$ cat src/rtl/icache_fetch_stage_pkg.sv
// Shared types and PC field-width helpers for the instruction-cache fetch stage.
package icache_fetch_stage_pkg;

    typedef enum logic [1:0] {
        IDLE     = 2'd0,
        MISS_REQ = 2'd1,
        REFILL   = 2'd2,
        RESPOND  = 2'd3
    } state_e;

    localparam int BYTE_OFF_W = 2;

    function automatic int word_off_w(input int words_per_line);
        return $clog2(words_per_line);
    endfunction

    function automatic int index_w(input int num_lines);
        return $clog2(num_lines);
    endfunction

    function automatic int tag_w(input int addr_w, input int num_lines, input int words_per_line);
        return addr_w - BYTE_OFF_W - $clog2(num_lines) - $clog2(words_per_line);
    endfunction

endpackage

$ cat src/rtl/icache_fetch_stage_line_ram.sv
// Direct-mapped data and tag storage: one combinational read port, one synchronous write port.
module icache_line_ram
    import icache_fetch_stage_pkg::*;
#(
    parameter int INSTR_W        = 32,
    parameter int TAG_W          = 24,
    parameter int NUM_LINES      = 16,
    parameter int WORDS_PER_LINE = 4,
    localparam int IDX_W         = index_w(NUM_LINES),
    localparam int WOFF_W        = word_off_w(WORDS_PER_LINE)
) (
    input  logic               clk,
    input  logic [IDX_W-1:0]   rd_index,
    input  logic [WOFF_W-1:0]  rd_word,
    output logic [INSTR_W-1:0] rd_data,
    output logic [TAG_W-1:0]   rd_tag,
    input  logic               wr_en,
    input  logic [IDX_W-1:0]   wr_index,
    input  logic [WOFF_W-1:0]  wr_word,
    input  logic [INSTR_W-1:0] wr_data,
    input  logic               tag_wr_en,
    input  logic [TAG_W-1:0]   tag_wr_data
);

    logic [INSTR_W-1:0] data_mem [NUM_LINES*WORDS_PER_LINE];
    logic [TAG_W-1:0]   tag_mem  [NUM_LINES];

    assign rd_data = data_mem[{rd_index, rd_word}];
    assign rd_tag  = tag_mem[rd_index];

    // Contents are qualified by the valid bits held in the fetch stage, so no reset here.
    always_ff @(posedge clk) begin
        if (wr_en)     data_mem[{wr_index, wr_word}] <= wr_data;
        if (tag_wr_en) tag_mem[wr_index]             <= tag_wr_data;
    end

endmodule

$ cat src/rtl/icache_fetch_stage.sv
// Blocking instruction-cache fetch stage: 1-cycle hits, single outstanding line refill on miss.
module icache_fetch_stage
    import icache_fetch_stage_pkg::*;
#(
    parameter int WARP_ID_W      = 5,
    parameter int ADDR_W         = 32,
    parameter int INSTR_W        = 32,
    parameter int NUM_LINES      = 16,
    parameter int WORDS_PER_LINE = 4
) (
    input  logic                 clk,
    input  logic                 rst_n,
    input  logic                 s_tvalid,
    output logic                 s_tready,
    input  logic                 s_tlast,
    input  logic [WARP_ID_W-1:0] s_warp_id,
    input  logic [ADDR_W-1:0]    s_pc,
    output logic                 m_tvalid,
    input  logic                 m_tready,
    output logic                 m_tlast,
    output logic [WARP_ID_W-1:0] m_warp_id,
    output logic [INSTR_W-1:0]   m_instruction,
    output logic                 m_err,
    output logic                 mem_req_valid,
    input  logic                 mem_req_ready,
    output logic [ADDR_W-1:0]    mem_req_addr,
    input  logic                 mem_rsp_valid,
    input  logic [INSTR_W-1:0]   mem_rsp_data,
    input  logic                 flush
);

    localparam int WOFF_W   = word_off_w(WORDS_PER_LINE);
    localparam int IDX_W    = index_w(NUM_LINES);
    localparam int TAG_W    = tag_w(ADDR_W, NUM_LINES, WORDS_PER_LINE);
    localparam int LINE_LSB = BYTE_OFF_W + WOFF_W;
    localparam int TAG_LSB  = LINE_LSB + IDX_W;
    localparam logic [WOFF_W-1:0] LAST_BEAT = WOFF_W'(WORDS_PER_LINE - 1);

    state_e                 state_q, state_d;
    logic [NUM_LINES-1:0]   valid_q, valid_d;
    logic [WOFF_W-1:0]      beat_q, beat_d;
    logic                   flushed_q, flushed_d;
    logic [TAG_W-1:0]       req_tag_q, req_tag_d;
    logic [IDX_W-1:0]       req_idx_q, req_idx_d;
    logic [WOFF_W-1:0]      req_word_q, req_word_d;
    logic                   m_tvalid_q, m_tvalid_d;
    logic                   m_tlast_q, m_tlast_d;
    logic [WARP_ID_W-1:0]   m_warp_id_q, m_warp_id_d;
    logic [INSTR_W-1:0]     m_instruction_q, m_instruction_d;
    logic                   m_err_q, m_err_d;
    logic                   mem_req_valid_q, mem_req_valid_d;
    logic [ADDR_W-1:0]      mem_req_addr_q, mem_req_addr_d;

    logic [WOFF_W-1:0]      s_word;
    logic [IDX_W-1:0]       s_idx;
    logic [TAG_W-1:0]       s_tag;
    logic [INSTR_W-1:0]     rd_data;
    logic [TAG_W-1:0]       rd_tag;
    logic                   ram_wr_en, ram_tag_wr_en;
    logic                   xfer, hit;

    assign s_word = s_pc[LINE_LSB-1:BYTE_OFF_W];
    assign s_idx  = s_pc[TAG_LSB-1:LINE_LSB];
    assign s_tag  = s_pc[ADDR_W-1:TAG_LSB];

    assign s_tready = (state_q == IDLE) && (!m_tvalid_q || m_tready);
    assign xfer     = s_tvalid && s_tready;
    // A flush in the lookup cycle wins over a stale hit.
    assign hit      = valid_q[s_idx] && (rd_tag == s_tag) && !flush;

    icache_line_ram #(
        .INSTR_W        (INSTR_W),
        .TAG_W          (TAG_W),
        .NUM_LINES      (NUM_LINES),
        .WORDS_PER_LINE (WORDS_PER_LINE)
    ) u_line_ram (
        .clk         (clk),
        .rd_index    (s_idx),
        .rd_word     (s_word),
        .rd_data     (rd_data),
        .rd_tag      (rd_tag),
        .wr_en       (ram_wr_en),
        .wr_index    (req_idx_q),
        .wr_word     (beat_q),
        .wr_data     (mem_rsp_data),
        .tag_wr_en   (ram_tag_wr_en),
        .tag_wr_data (req_tag_q)
    );

    always_comb begin
        state_d         = state_q;
        valid_d         = valid_q;
        beat_d          = beat_q;
        flushed_d       = flushed_q;
        req_tag_d       = req_tag_q;
        req_idx_d       = req_idx_q;
        req_word_d      = req_word_q;
        m_tvalid_d      = m_tvalid_q;
        m_tlast_d       = m_tlast_q;
        m_warp_id_d     = m_warp_id_q;
        m_instruction_d = m_instruction_q;
        m_err_d         = m_err_q;
        mem_req_valid_d = mem_req_valid_q;
        mem_req_addr_d  = mem_req_addr_q;
        ram_wr_en       = 1'b0;
        ram_tag_wr_en   = 1'b0;

        if (flush) valid_d = '0;

        unique case (state_q)
            IDLE: begin
                if (m_tvalid_q && m_tready) m_tvalid_d = 1'b0;
                if (xfer) begin
                    m_warp_id_d = s_warp_id;
                    m_tlast_d   = s_tlast;
                    if (s_pc[BYTE_OFF_W-1:0] != '0) begin
                        m_tvalid_d      = 1'b1;
                        m_err_d         = 1'b1;
                        m_instruction_d = '0;
                    end else if (hit) begin
                        m_tvalid_d      = 1'b1;
                        m_err_d         = 1'b0;
                        m_instruction_d = rd_data;
                    end else begin
                        req_tag_d       = s_tag;
                        req_idx_d       = s_idx;
                        req_word_d      = s_word;
                        flushed_d       = 1'b0;
                        mem_req_valid_d = 1'b1;
                        mem_req_addr_d  = {s_pc[ADDR_W-1:LINE_LSB], {LINE_LSB{1'b0}}};
                        state_d         = MISS_REQ;
                    end
                end
            end
            MISS_REQ: begin
                if (flush) flushed_d = 1'b1;
                if (mem_req_ready) begin
                    mem_req_valid_d = 1'b0;
                    beat_d          = '0;
                    state_d         = REFILL;
                end
            end
            REFILL: begin
                if (flush) flushed_d = 1'b1;
                if (mem_rsp_valid) begin
                    ram_wr_en = 1'b1;
                    beat_d    = beat_q + 1'b1;
                    // m_tvalid is low here, so the requested word is latched straight into the output.
                    if (beat_q == req_word_q) m_instruction_d = mem_rsp_data;
                    if (beat_q == LAST_BEAT) begin
                        ram_tag_wr_en = 1'b1;
                        if (!flushed_q && !flush) valid_d[req_idx_q] = 1'b1;
                        m_tvalid_d = 1'b1;
                        m_err_d    = 1'b0;
                        state_d    = RESPOND;
                    end
                end
            end
            RESPOND: begin
                if (m_tready) begin
                    m_tvalid_d = 1'b0;
                    state_d    = IDLE;
                end
            end
            default: state_d = IDLE;
        endcase
    end

    always_ff @(posedge clk or negedge rst_n) begin
        if (!rst_n) begin
            state_q         <= IDLE;
            valid_q         <= '0;
            beat_q          <= '0;
            flushed_q       <= 1'b0;
            req_tag_q       <= '0;
            req_idx_q       <= '0;
            req_word_q      <= '0;
            m_tvalid_q      <= 1'b0;
            m_tlast_q       <= 1'b0;
            m_warp_id_q     <= '0;
            m_instruction_q <= '0;
            m_err_q         <= 1'b0;
            mem_req_valid_q <= 1'b0;
            mem_req_addr_q  <= '0;
        end else begin
            state_q         <= state_d;
            valid_q         <= valid_d;
            beat_q          <= beat_d;
            flushed_q       <= flushed_d;
            req_tag_q       <= req_tag_d;
            req_idx_q       <= req_idx_d;
            req_word_q      <= req_word_d;
            m_tvalid_q      <= m_tvalid_d;
            m_tlast_q       <= m_tlast_d;
            m_warp_id_q     <= m_warp_id_d;
            m_instruction_q <= m_instruction_d;
            m_err_q         <= m_err_d;
            mem_req_valid_q <= mem_req_valid_d;
            mem_req_addr_q  <= mem_req_addr_d;
        end
    end

    assign m_tvalid      = m_tvalid_q;
    assign m_tlast       = m_tlast_q;
    assign m_warp_id     = m_warp_id_q;
    assign m_instruction = m_instruction_q;
    assign m_err         = m_err_q;
    assign mem_req_valid = mem_req_valid_q;
    assign mem_req_addr  = mem_req_addr_q;

endmodule

$ cat config.mk
export PLATFORM = sky130hd
export DESIGN_NAME = icache_fetch_stage
export DESIGN_NICKNAME = d
export VERILOG_FILES = /design/src/rtl/icache_fetch_stage_pkg.sv /design/src/rtl/icache_fetch_stage_line_ram.sv /design/src/rtl/icache_fetch_stage.sv
export SDC_FILE = /design/constraint.sdc
export NUM_CORES = 2
export LEC_CHECK = 0
export CAP_MARGIN = 25
export CORE_ASPECT_RATIO = 0.75
export CORE_MARGIN = 5
export CORE_UTILIZATION = 59
export CTS_CLUSTER_SIZE = 14
export DETAILED_ROUTE_END_ITERATION = 12
export PLACE_DENSITY = 0.8
export SLEW_MARGIN = 20
export SYNTH_ARGS = -nofsm -noshare
export SYNTH_HDL_FRONTEND = slang
export SYNTH_SLANG_ARGS = --single-unit
$ cat constraint.sdc
create_clock -name clk -period 4.02 [get_ports clk]
set_input_delay 0.603 -clock clk [delete_from_list [all_inputs] [get_ports clk]]
set_output_delay 0.603 -clock clk [all_outputs]
set_load 0.05 [all_outputs]
; ---- Word level (Yosys, flattened, before mapping)
; Memories as Yosys holds them, arrays and structs flattened.
; Index checks and enable logic that the tools add are counted.
; W data, S select, Z words.
[word_totals]
output_inout_bits = 74
mem_count = 2
latch_bits = 0
ff_bits = 120
romBits = 0
ramBits = 2432
wordCells = 126
[memory_table]
columns = name, depth, word_bits, read_ports, rd_ports_with_merged_regs, write_ports, line_no
row1 = u_line_ram.data_mem, 64, 32, 1, 0, 1, icache_fetch_stage_line_ram.sv:25  ; logic [INSTR_W-1:0] data_mem [NUM_LINES*WORDS_PER_LINE];
row2 = u_line_ram.tag_mem, 16, 24, 1, 0, 1, icache_fetch_stage_line_ram.sv:26  ; logic [TAG_W-1:0] tag_mem [NUM_LINES];
[classes]
div = 0
n_shift = 0
n_mul = 0
bitwise = 3
n_mux = 59
n_eq_ne = 16
n_lt_le_gt_ge = 3
n_addsub = 1
reduce_logical = 28
[op_table]
columns = op, count
row1 = $mux W32, 5
row2 = $mux W16, 5
row3 = $pmux W32 S2, 1
row4 = $mux W1, 31
row5 = $eq A24 B24 Y1, 1
row6 = $reduce_and A5 Y1, 4
row7 = $mux W2, 9
row8 = $ne A2 B2 Y1 const B, 8
row9 = $or A16 B16 Y16, 1
row10 = $lt A4 B5 Y1 const B, 2
row11 = $reduce_bool A2 Y1, 5
row12 = $pmux W2 S4, 1
row13 = $reduce_and A4 Y1, 2
row14 = $logic_and A1 B1 Y1, 7
row15 = $reduce_and A7 Y1, 1
row16 = $eq A2 B2 Y1 const B, 3
row17 = $pmux W1 S2, 3
row18 = $bmux W1 S4, 1
row19 = $demux W1 S4, 1
row20 = $ge A4 B1 Y1 const B, 1
row21 = $pmux W2 S2, 1
row22 = $logic_not A1 Y1, 3
row23 = $ne A3 B2 Y1 const B, 1
row24 = $pmux W1 S3, 1
row25 = other kinds (11), 12

; ---- Longest topological paths before layout
[logic_depth]
word_depth = 9
mapped_depth = 15
mapped_depth_nobuf = 9

; ---- Hierarchy
; A second synthesis with hierarchy kept.
[hier_totals]
hier_cells = 4428
hier_area_um2 = 97885.1
[by_module_without_submodules]
columns = mod, cells_each, seq_area_each_um2, instances, area_each_um2
row1 = icache_line_ram, 3836, 73030.0, 1, 91979.5
row2 = icache_fetch_stage, 592, 2302.2, 1, 5905.7

; ---- Worst setup path after synthesis
; No wires, ideal clock.
[synth_path]
path_kind = input to register
from = input port s_pc[6]
to = register req_tag_q[0]
stages = 11
setup_time_ps = 126
required_time_ps = 3894
path_buffers = 2
arrival_time_ps = 3714
setup_slack_ps = 180
path_cell_list = buf_6 > mux4_1 > a22oi_1 > a21oi_1 > a2111o_1 > or4_1 > or4_4 > nor3_4 > nor2_4 > buf_6 > mux2_4
[synth_via]
elab_chain_cells = 6
[synth_rtl]
columns = element, line_no
row1 = "start, declared", icache_fetch_stage.sv:17  ; input logic [ADDR_W-1:0] s_pc,
row2 = $mem_v2 Z16 W24 or $bmux W1 S4 (tied branches), n/a
row3 = $eq A24 B24 Y1 or $mux W1 (tied branches), icache_fetch_stage.sv:69  ; assign hit = valid_q[s_idx] && (rd_tag == s_tag) && !flush;
row4 = $logic_and A1 B1 Y1 (*) (2 in series), icache_fetch_stage.sv:69
row5 = $not A1 Y1 (no line) (*), n/a
row6 = $reduce_and A4 Y1 (no line) (*), n/a
row7 = "end signal, assigned", icache_fetch_stage.sv:190  ; req_tag_q <= req_tag_d;
row8 = "end, declared", icache_fetch_stage.sv:43  ; logic [TAG_W-1:0] req_tag_q, req_tag_d;
; Mark *: on every way between the ends. The rest lies on a longest branch, timed or not. The select of a mux whose other input is x is not followed.
; A chain may end at the register's enable or synchronous reset.

; ---- Final worst setup path
[layout_path]
from = memory u_line_ram.tag_mem[5][1]
to = register m_instruction_q[29] (netlist: m_instruction[29])
[layout_via]
elab_chain_cells = 6
[layout_rtl]
columns = element, line_no
row1 = "start, declared", icache_fetch_stage_line_ram.sv:26
row2 = $mem_v2 Z16 W24, n/a
row3 = $eq A24 B24 Y1, icache_fetch_stage.sv:69
row4 = $logic_and A1 B1 Y1 (2 in series), icache_fetch_stage.sv:69
row5 = $ne A3 B2 Y1 (no line), n/a
row6 = $reduce_and A5 Y1 (no line), n/a
row7 = "end signal, assigned", icache_fetch_stage.sv:196  ; m_instruction_q <= m_instruction_d;
row8 = "end, declared", icache_fetch_stage.sv:49  ; logic [INSTR_W-1:0] m_instruction_q, m_instruction_d;
; Every way passes these cells.

==> flow_metrics.py <==
metrics = {
    "pwr": {
        "power_density_mw_per_mm2": 518.7,
        "leakagePower_nw": 35.19,
        "ir_drop_uv": 486.4,
        "power_mw": 57.48,
    },
    "drt": {
        "drc": 0,
        "final_antenna_net_count": 0,
        "drt_wl_total_um": 275100,
        "vias_per_cell": 7.300,
        "vias": 49920,
        "drtIter0Drc": 8905,
        "post_drt_wl_per_cell_um": 40.24,
        "dr.pass1.iters": 7,
    },
    "clock_tree": {
        "clkTransAtPathRegs_ns": 0.06,
        "htreeDepth": 4,
        "numCtsBuffers": 215,
        "clock_latency_ns": 0.85,
        "cts_buffer_depth": 3,
        "cts_tree": "built",
        "clkSinkCount": 2524,
        "root_buffer": "clkbuf_16",
    },
    "critical_path": {
        "crit_type": "reg2reg",
        "critPathCaptureType": "flip-flop",
        "cp_data_arrival_time_ns": 4.70,
        "reg2reg_slack_ns": 0.06,
        "rr_startpoint": "u_line_ram.tag_mem[5][1]",
        "timing.rr.end": "m_instruction[29]",
        "reg2reg_depth": 11,
        "required_ns": 4.75,
        "path_max_fanout": 15,
        "start_kind": "flip-flop",
    },
    "sta": {
        "finalMaxSlewViolations": 0,
        "finalSetupViolations": 0,
        "fin_tns_setup_ns": 0,
        "clock-skew-final_ns": 0.03652,
        "rsz0062_at_grt": "false",
        "relSlewSlack_pct": 28.62,
        "finalCritPeriodShare_pct": 98.60,
        "hold_ws_ns": 0.1331,
        "hold_viol": 0,
        "max_freq_mhz": 252.3,
        "worst_pin_slew_ns": 1.071,
        "fin_crit_ns": 3.964,
    },
    "run_status": {
        "status": "finished clean",
    },
    "global_routing": {
        "grt_overflow": 0,
        "grt_max_degree": 67,
        "antenna_found_initial": 18,
        "globalRouteTotalUtil_pct": 31.87,
        "grt_pass1_vias": 49900,
        "grt_pass1_wl_um": 384700,
    },
    "synth": {
        "yosysSeqAreaShare_pct": 77.42,
        "yosys_warnings": 0,
        "netlist_instances": 4080,
        "synth_edf_count": 2432,
        "syn_area_per_cell_um2": 23.85,
        "ys_types": 68,
        "synth_flop_cell": "edfxtp_1",
        "synth-async-reset-ratio_pct": 3.645,
        "syn_area_mm2": 0.09730,
        "ys_seq_elements": 2524,
    },
    "floorplanning": {
        "core_mm2": 0.1645,
        "start_util_pct": 59.16,
        "die_w_um": 478.9,
        "die_h_um": 361.7,
        "io_pins": 151,
        "rows": 129,
        "dieArea_mm2": 0.1732,
    },
    "final_layout": {
        "area_growth_syn_to_layout_pct": 13.90,
        "final_cell_area_mm2": 0.1108,
        "drive_gt1_share_pct": 31.54,
        "nets": 4583,
    },
    "run": {
        "drv_cap": 0,
    },
    "worst_hold_path": {
        "min_from": "mem_rsp_data[20]",
        "worstHoldPathCells": 1,
        "hp-class": "in2reg",
        "min_to": "u_line_ram.data_mem[0][20]",
    },
    "placed_design": {
        "gp_congestion": 0.8414,
        "dp_hpwl_um": 144100,
        "io_buffers": 146,
        "dpl_cell_area_mm2": 0.1038,
    },
}
==> through the flow <==
| stage | util (%) | std cells | setup WS (ns) |
|---|---|---|---|
| floorplan | - | 4083 | 0.1803 |
| global placement | 63.12 | 6427 | -0.2537 |
| detailed placement | 63.12 | 6427 | -0.4426 |
| CTS | 67.16 | 6815 | 0.08261 |
| global route | 67.38 | 6836 | 0.005512 |
| finish | 67.38 | 6838 | 0.05609 |
==> per-layer routing <==
layer  GRT usage, %  share of wire [%]  vias up
met2          49.22                 47     4789
met4          12.23                4.5        8
met1          43.82                 33    26100
met5              0              0.017        -
li1               -                  -    18260
met3          9.650                 15      762
==> worst max-delay path by stage <==
stage	slack [ns]	depth (start not counted)	end	startpoint
global route	0.006	11	m_instruction[29]	u_line_ram.tag_mem[11][1]
finish	0.06	11	m_instruction[29]	u_line_ram.tag_mem[5][1]
floorplan	0.18	11	req_tag_q[0]	s_pc[6]
CTS	0.08	11	m_instruction[9]	u_line_ram.tag_mem[6][1]
detailed placement	-0.44	13	m_instruction[16]	s_pc[5]
global placement	-0.25	12	m_instruction[7]	s_pc[6]
==> cell usage after synthesis (all sizes together) (2+ instances only) <==
cell type,instances,share of area [%]
a2111oi,2,0.018
a211oi,5,0.039
a21boi,2,0.015
a21o,2,0.015
a21oi,25,0.13
a221oi,4,0.036
a22o,6,0.054
a22oi,46,0.35
a2bb2oi,2,0.018
a31oi,5,0.032
and2,6,0.039
and3,3,0.019
and3b,2,0.018
buf,86,0.45
clkbuf,136,0.52
dfrtp,92,2.4
edfxtp,2432,75
ha,5,0.064
inv,42,0.16
mux2,40,0.57
mux2i,101,1.0
mux4,751,17
nand2,40,0.15
nand3,14,0.072
nor2,119,0.47
nor2b,11,0.071
nor3,12,0.073
nor3b,3,0.023
o211ai,5,0.039
o21ai,9,0.046
o221ai,2,0.018
o22ai,2,0.013
o2bb2ai,2,0.018
or2,3,0.019
or3b,2,0.018
or4,2,0.019
xnor2,24,0.22
xor2,15,0.14
==> area by class of cell <==
cell class | instances | area (um^2)
diodes | 6 | 15.01
clock buffers | 321 | 5989
clock inverters | 66 | 638.1
fillers | 9365 | 53650
inverters | 42 | 168.9
multi-input cells | 1295 | 21420
flip-flops and latches | 2524 | 75330
well taps | 2161 | 2704
repair buffers | 423 | 4556
==> sequential cells by signal, indices dropped and copies added (netlist names), 2 cells and up <==
name                 cells
u_line_ram.tag_mem     384
state_q                  2
req_word_q               2
req_idx_q                3
m_instruction           32
u_line_ram.data_mem   2048
beat_q                   2
m_warp_id                5
valid_q                 16
req_tag_q               24
==> power by group <==
| group | switching, mW | internal (mW) |
|---|---|---|
| combinational | 4.00 | 2.38 |
| sequential | 1.01 | 30.0 |
| clock | 9.33 | 10.8 |
==> timing repair <==
item                                    in CTS  in global routing
hold buffers                                 1                  0
endpoints found under the setup margin       0                  5
buffers inserted                             0                  0
hold endpoints to repair                    52                  0
gates resized for setup                      0                  1
==> cell families (layout without fill, tap and decap cells) <==
family                     count (synthesis)  in the layout  synth area share, %
buffers and inverters                    264            852                1.135
other                                      1             10             0.003854
AOI/OAI and AO/OA                        131            131               0.9555
DFF                                     2524           2524                77.42
muxes                                    892            892                19.02
xor gates and xnor gates                  39             39               0.3511
adders and majority gates                  5              5              0.06430
and+or+nand+nor                          224            224                1.044
==> worst max-delay path, stage by stage (launching register included) <==
cell and delay (ns):
edfxtp_1 0.38, mux4_1 0.53, a22oi_1 0.23, a21oi_1 0.17, a2111o_1 0.44, or4_1 0.52
or4_4 0.58, nor3_1 0.15, buf_4 0.14, a21oi_4 0.19, buf_12 0.26, mux2i_1 0.24
==> cells in the final DEF, fill, tap and decap left out, types with 38 or more instances in the layout <==
master	synthesis	layout
mux4_2	745	745
dfrtp_1	92	92
buf_12	0	92
nor2_4	1	65
a22oi_1	46	46
buf_4	14	187
inv_1	40	39
edfxtp_1	2432	2432
clkbuf_16	0	216
nand2_1	40	40
clkdlybuf4s50_1	0	107
nor2_1	118	38
clkbuf_1	136	86
mux2i_1	101	101
No activity file was read; power rests on OpenSTA's default activity.
